--- config.mk ---
export PLATFORM = sky130hd
export DESIGN_NAME = accum_lanes
export DESIGN_NICKNAME = d
export VERILOG_FILES = /design/src/rtl/accum_lanes.sv
export SDC_FILE = /design/constraint.sdc
export NUM_CORES = 1
export LEC_CHECK = 0
export CELL_PAD_IN_SITES_DETAIL_PLACEMENT = 1
export CELL_PAD_IN_SITES_GLOBAL_PLACEMENT = 1
export CORE_UTILIZATION = 37
export CTS_CLUSTER_SIZE = 20
export DETAILED_ROUTE_END_ITERATION = 6
export GPL_TIMING_DRIVEN = 0
export HOLD_SLACK_MARGIN = 0.06
export PLACE_DENSITY_LB_ADDON = 0.3
export SYNTH_ARGS = -nofsm -noshare
export SYNTH_HDL_FRONTEND = slang
export SYNTH_SLANG_ARGS = --single-unit
--- constraint.sdc ---
create_clock -name clk -period 12.95 [get_ports clk]
set_input_delay 3.885 -clock clk [delete_from_list [all_inputs] [get_ports clk]]
set_output_delay 3.885 -clock clk [all_outputs]
set_load 0.05 [all_outputs]
--- src/rtl/accum_lanes.sv ---
// accum_lanes: multi-lane signed vector accumulator with per-lane bias,
// optional saturation, sticky per-lane overflow and a beat counter.
// A vector is absorbed beat by beat in ACCUM and presented in DRAIN until
// the consumer takes it.
module accum_lanes #(
    parameter int BITS     = 32,
    parameter int LANES    = 4,
    parameter int SATURATE = 1,
    localparam int IN_W    = BITS + 17,
    localparam int ACC_W   = BITS + 25
) (
    input  logic                   clk,
    input  logic                   rst,
    input  logic                   clear,
    input  logic                   in_valid,
    output logic                   in_ready,
    input  logic [LANES*IN_W-1:0]  in_data,
    input  logic                   in_last,
    input  logic [LANES*ACC_W-1:0] bias_in,
    output logic                   out_valid,
    input  logic                   out_ready,
    output logic [LANES*ACC_W-1:0] out_data,
    output logic [LANES-1:0]       out_ovf,
    output logic [31:0]            out_count
);

    typedef enum logic {
        ACCUM = 1'b0,
        DRAIN = 1'b1
    } state_t;

    localparam logic [ACC_W-1:0] MAX_POS = {1'b0, {(ACC_W-1){1'b1}}};
    localparam logic [ACC_W-1:0] MIN_NEG = {1'b1, {(ACC_W-1){1'b0}}};

    state_t                   state_q, state_d;
    logic                     first_q, first_d;
    logic [LANES*ACC_W-1:0]   acc_q, acc_d;
    logic [LANES-1:0]         ovf_q, ovf_d;
    logic [31:0]              count_q, count_d;

    logic [ACC_W-1:0]         lane_res [LANES];
    logic                     lane_ovf [LANES];

    // Per-lane adder: one guard bit above ACC_W exposes overflow as a
    // disagreement between the two top bits of the sum.
    for (genvar g = 0; g < LANES; g++) begin : g_lane
        logic [ACC_W-1:0] base;
        logic [IN_W-1:0]  operand;
        logic [ACC_W:0]   sum;

        assign base     = first_q ? bias_in[g*ACC_W +: ACC_W] : acc_q[g*ACC_W +: ACC_W];
        assign operand  = in_data[g*IN_W +: IN_W];
        assign sum      = {base[ACC_W-1], base}
                        + {{(ACC_W+1-IN_W){operand[IN_W-1]}}, operand};
        assign lane_ovf[g] = sum[ACC_W] ^ sum[ACC_W-1];
        assign lane_res[g] = (lane_ovf[g] && (SATURATE != 0))
                           ? (sum[ACC_W] ? MIN_NEG : MAX_POS)
                           : sum[ACC_W-1:0];
    end

    assign in_ready  = (state_q == ACCUM);
    assign out_valid = (state_q == DRAIN);
    assign out_data  = acc_q;
    assign out_ovf   = ovf_q;
    assign out_count = count_q;

    // Next-state logic: clear beats a beat or a handshake in the same cycle.
    always_comb begin
        // NOTE: every target gets a default first so no path leaves it
        // unassigned, which would otherwise infer a latch.
        state_d = state_q;
        first_d = first_q;
        acc_d   = acc_q;
        ovf_d   = ovf_q;
        count_d = count_q;

        if (clear) begin
            state_d = ACCUM;
            first_d = 1'b1;
            ovf_d   = '0;
            count_d = '0;
        end else if (state_q == ACCUM) begin
            if (in_valid) begin
                for (int i = 0; i < LANES; i++) begin
                    acc_d[i*ACC_W +: ACC_W] = lane_res[i];
                    // ovf_q is already zero on a first beat, so OR keeps it sticky.
                    ovf_d[i] = ovf_q[i] | lane_ovf[i];
                end
                count_d = first_q ? 32'd1 : count_q + 32'd1;
                first_d = 1'b0;
                if (in_last) begin
                    state_d = DRAIN;
                end
            end
        end else begin
            if (out_ready) begin
                state_d = ACCUM;
                first_d = 1'b1;
                ovf_d   = '0;
                count_d = '0;
            end
        end
    end

    // State register with asynchronous reset of every field.
    always_ff @(posedge clk or posedge rst) begin
        if (rst) begin
            state_q <= ACCUM;
            first_q <= 1'b1;
            // NOTE: the accumulators are reset too, because the outputs
            // must read zero while reset is held, not just the control state.
            acc_q   <= '0;
            ovf_q   <= '0;
            count_q <= '0;
        end else begin
            // NOTE: non-blocking assignments so every register samples the
            // pre-edge values computed by the combinational block.
            state_q <= state_d;
            first_q <= first_d;
            acc_q   <= acc_d;
            ovf_q   <= ovf_d;
            count_q <= count_d;
        end
    end

endmodule

**Word level (Yosys, flattened, before mapping)**

Index checks and enable logic that the tools add are counted.

- Register bits after elaboration: 266
- Logic and storage cells: 54

- Add/subtract/negate cells: 5
- Eq/ne operators: 1
- Muxes and demuxes: 30
- Bitwise logic cells: 10
- Reduce and logical (&&, ||, !) cells: 3

Operators by type and width:

| kind | number |
|---|---|
| 2-to-1 mux 57 bit | 12 |
| adder 57 x 49 -> 58 bit | 4 |
| 2-to-1 mux 32 bit | 5 |
| adder 32 x 1 -> 32 bit (second input constant) | 1 |
| 2-to-1 mux 4 bit | 4 |
| 2-to-1 mux 1 bit | 9 |
| bitwise OR 1 bit | 4 |
| bitwise XOR 1 bit | 4 |
| != test 3 bit (second input constant) | 1 |
| AND reduction 3 bit | 1 |
| nonzero test 3 bit | 1 |
| NOT 1 bit | 2 |
| AND reduction 2 bit | 1 |

**Longest topological paths before layout**

- Depth after elaboration: 7
- Gate-level depth with buffers: 20

**Least setup slack after synthesis**

OpenSTA, ideal clock, no wires.

- Path kind: in2reg
- Start: input bias_in[0]
- End: register acc_q[10], in the netlist out_data[10]
- Library setup time: 0.133 ns
- Arrival: 7.285 ns
- Required time: 12.817 ns
- Setup slack: 5.532 ns
- Stages on the path: 15
- Cell sequence: mux2_2 -> ha_1 -> fa_1 -> a211oi_1 -> o21ai_1 -> a31oi_2 -> o31ai_1 -> a211oi_1 -> o21ai_1 -> a21o_1 -> a311oi_2 -> and2_1 -> nand2b_1 -> clkbuf_1 -> o21ai_0

- Longest elaborated chain between the ends: 4

RTL lines:

| item | line | RTL |
|---|---|---|
| start: declaration | 19 | `input logic [LANES*ACC_W-1:0] bias_in,` |
| 2-to-1 mux 57 bit (*) | 51 | `assign base = first_q ? bias_in[g*ACC_W +: ACC_W] : acc_q[g*ACC_W +: ACC_W];` |
| adder 57 x 49 -> 58 bit (*) | 54 | `+ {{(ACC_W+1-IN_W){operand[IN_W-1]}}, operand};` |
| 2-to-1 mux 57 bit or bitwise XOR 1 bit (tied branches) | 57, 55 |  |
| 2-to-1 mux 57 bit (*) | 57 | `? (sum[ACC_W] ? MIN_NEG : MAX_POS)` |
| end signal: assignment | 112 | `acc_q <= '0;` |
| end signal: assignment | 120 | `acc_q <= acc_d;` |
| end: declaration | 37 | `logic [LANES*ACC_W-1:0] acc_q, acc_d;` |

Every way passes the cells marked *; elsewhere a longest branch is shown, timed or not.
A chain may end at the register's enable or synchronous reset.

**Worst setup path in the final report**

- Start: input bias_in[171]
- End: register acc_q[190], in the netlist out_data[190]

The elaborated chain is that of the path after synthesis.

==> impl_metrics.env <==
export IMPL_status="completed"
export IMPL_port_buffers=695
export IMPL_crit_fanout=10
export IMPL_drtIter0Drc=1748
export IMPL_drive_gt1_frac=0.0958
export IMPL_leakage_nw=15.4
export IMPL_dpl_hpwl_mm=97.3
export IMPL_drc_errors=0
export IMPL_die_w_um=272
export IMPL_cts_hold_buf=0
export IMPL_yosysWarningCount=0
export IMPL_cts_clk_slew_worst_paths_ns=0.06
export IMPL_maxCapViolCount=0
export IMPL_cp_arrival_ns=9.86
export IMPL_seq_area_frac_synth=0.246
export IMPL_synth_common_cells="nand2_1, o21ai_0, a21oi_1, dfrtp_1, nor2_1"
export IMPL_reg2regPathDepth=18
export IMPL_yosysMostFrequentCell="nand2_1"
export IMPL_worstMarginPinSlew_ns=1.26
export IMPL_required_ns=13.37
export IMPL_syn_num_nets=3978
export IMPL_vias=29000
export IMPL_start_util=0.376
export IMPL_track_usage=0.314
export IMPL_antenna_found_initial=20
export IMPL_synth_edf_count=0
export IMPL_r2r_setup_slack_ns=4.79
export IMPL_worst_path_largest_cell_delay_ns=0.90
export IMPL_wirelength_mm=120
export IMPL_grt_pass1_wl_mm=181
export IMPL_hold_path_class="register to register"
export IMPL_critPathKind="input port to register"
export IMPL_cts_resized=0
export IMPL_dieArea_um2=74200
export IMPL_place_congestion=0.955
export IMPL_fmax_mhz=106
export IMPL_max_vdd_ir_drop_mv=0.152
export IMPL_syn_area_um2=27000
export IMPL_crit_path_start_kind="input port"
export IMPL_firstDrtPassIters=5
export IMPL_dp_slack_ns=3.06
export IMPL_yosysTopAreaCell="dfrtp_1"
export IMPL_finalMaxSlewViolations=0
export IMPL_syn2layout_area_growth_pct=35.3
export IMPL_p_per_area_nw_per_um2=233
export IMPL_setup_ws_ns=3.51
export IMPL_critPathCaptureType="register"
export IMPL_grt_start_max_net_pins=117
export IMPL_cts_max_path_buffers=3
export IMPL_ios=696
export IMPL_critical_path_cell_chain="clkdlybuf4s50_1 > mux2_2 > ha_1 > fa_1 > a211oi_1 > o21ai_0 > nand3_1 > a311o_1 > a2111oi_0 > o31a_1 > o211ai_1 > o21ai_2 > xnor2_1 > nand2_1 > nand2_1 > buf_2 > o21ai_0"
export IMPL_postCtsSetupRepairBufs=0
export IMPL_cts_buffers=39
export IMPL_clk_latency_ns=0.56
export IMPL_finalClockSkew_ns=0.0185
export IMPL_ctsRootBufferMaster="clkbuf_16"
export IMPL_grt_pass1_vias=29600
export IMPL_synthCells=3315
export IMPL_cts_tree="done"
export IMPL_cts_sink_count=266
export IMPL_avgSynthCellArea_um2=8.16
export IMPL_htree_num_levels=2
export IMPL_coreArea_um2=71900
export IMPL_rsz0062_at_grt="no"
export IMPL_ys_ff_latch=266
export IMPL_hold_ws_ns=0.491
export IMPL_grt_ovfl_total=0
export IMPL_ys_flop_type="dfrtp_1"
export IMPL_post_drt_wl_per_cell_um=23.8
export IMPL_viasPerCell=5.75
export IMPL_fp_row_count=98
export IMPL_final_nets=4716
export IMPL_async_flop_share=1.00
export IMPL_setup_viol=0
export IMPL_crit_slowest_cell="a2111oi_0"
export IMPL_fillers=8662
export IMPL_synth_area_top_cells="dfrtp_1, ha_1, mux2_2, o21ai_0, nand2_1"
export IMPL_synth_top_area_share=0.245
export IMPL_hold_viol=0
export IMPL_period_needed_ns=9.44
export IMPL_synth_cell_types=85
export IMPL_fin_crit_sh=0.729
export IMPL_die_y_um=272
export IMPL_ant_nets=0
export IMPL_slew_headroom=0.158
export IMPL_hold_depth=2
## placed cells by master (no fill, tap or decap), types with 9 or more instances in the layout
master | netlist | layout
o31ai_1 | 19 | 19
or3_1 | 21 | 21
inv_1 | 65 | 64
nor2b_1 | 27 | 27
a21o_1 | 119 | 119
dfrtp_1 | 265 | 265
xnor2_1 | 138 | 138
a221o_1 | 9 | 9
nor2_1 | 234 | 234
and3_1 | 30 | 30
mux2_2 | 231 | 231
nand4_1 | 52 | 52
clkbuf_1 | 152 | 159
clkdlybuf4s50_1 | 0 | 695
maj3_1 | 76 | 76
nand3_1 | 57 | 57
buf_2 | 23 | 23
diode_2 | 0 | 16
o211ai_1 | 12 | 12
xor2_1 | 101 | 101
o21ai_0 | 334 | 334
a211oi_1 | 30 | 30
clkbuf_8 | 0 | 9
maj3_2 | 39 | 39
clkbuf_16 | 0 | 39
a21oi_1 | 294 | 294
o21bai_1 | 38 | 38
o21ai_1 | 61 | 61
and4_1 | 10 | 10
a31oi_1 | 29 | 29
o21a_1 | 26 | 26
ha_1 | 229 | 229
nand2b_1 | 15 | 15
nor3_1 | 36 | 35
nand2_1 | 398 | 398
a21boi_0 | 10 | 10
## report_power, final
part | switching (mW) | internal [mW]
Combinational | 3.68 | 2.17
Sequential | 0.402 | 1.19
Clock | 0.441 | 0.666
Total | 4.52 | 4.02
## state kept, by name, summed over array words and instances (netlist names)
register	cells
first_q	1
out_count	32
out_data	228
out_ovf	4
out_valid	1
## path summary, 6_finish.rpt
kind / start / endpoint
min: out_ovf[1] / out_ovf[1]
max: bias_in[171] / out_data[190]
min reg2reg: out_ovf[1] / out_ovf[1]
max in group asynchronous: rst / out_data[81]
max reg2reg: first_q / out_data[190]
min in group asynchronous: rst / out_data[198]
## logic make-up after synthesis
family          count (synthesis)  share of synthesized area
buf+inv                       244                     0.0355
mux                           233                     0.0969
flops                         266                      0.246
fa+ha+maj                     348                      0.153
xor+xnor                      240                     0.0780
simple gates                  912                      0.150
compound gates               1072                      0.240
## through the flow
step / utilization / cells / cell area, µm² / power [mW] / setup TNS, ns
6_report: 0.509 / 5048 / 36600 / 8.54 / 0
3_5_place_dp: 0.491 / 4962 / 35300 / 7.37 / 0
2_1_floorplan: - / 3315 / 27000 / 5.41 / 0
5_1_grt: 0.509 / 5044 / 36600 / 9.03 / 0
3_3_place_gp: 0.490 / 4960 / 35200 / 7.27 / -708.63
4_1_cts: 0.509 / 5032 / 36600 / 8.53 / 0
## worst max-delay path: cells and delay by family
family | cells | cell delay, ns
compound gates | 8 | 2.61
simple gates | 3 | 1.30
buf+inv | 2 | 0.86
fa+ha+maj | 2 | 0.52
xor+xnor | 1 | 0.49
mux | 1 | 0.18
## cell type report
type / instances / area, µm² / share of cell area
clock buffers: 55 / 1130 / 0.0308
repair buffers: 697 / 7010 / 0.192
clock inverters: 15 / 165 / 0.00451
diodes: 16 / 40.0 / 0.00109
flip-flops and latches: 266 / 6660 / 0.182
inverters: 65 / 251 / 0.00687
multi-input cells: 2805 / 19400 / 0.531
plain buffers: 179 / 717 / 0.0196
well taps: 950 / 1190 / 0.0325
## metal layers
layer  GRT usage  vias up  part of all wire
li1            -    13600                 -
met1       0.410    14300              0.43
met2       0.522      890              0.47
met3      0.0468      226             0.061
met4       0.118       12             0.037
met5           0        -           0.00066
No activity file was read; power rests on OpenSTA's default activity.
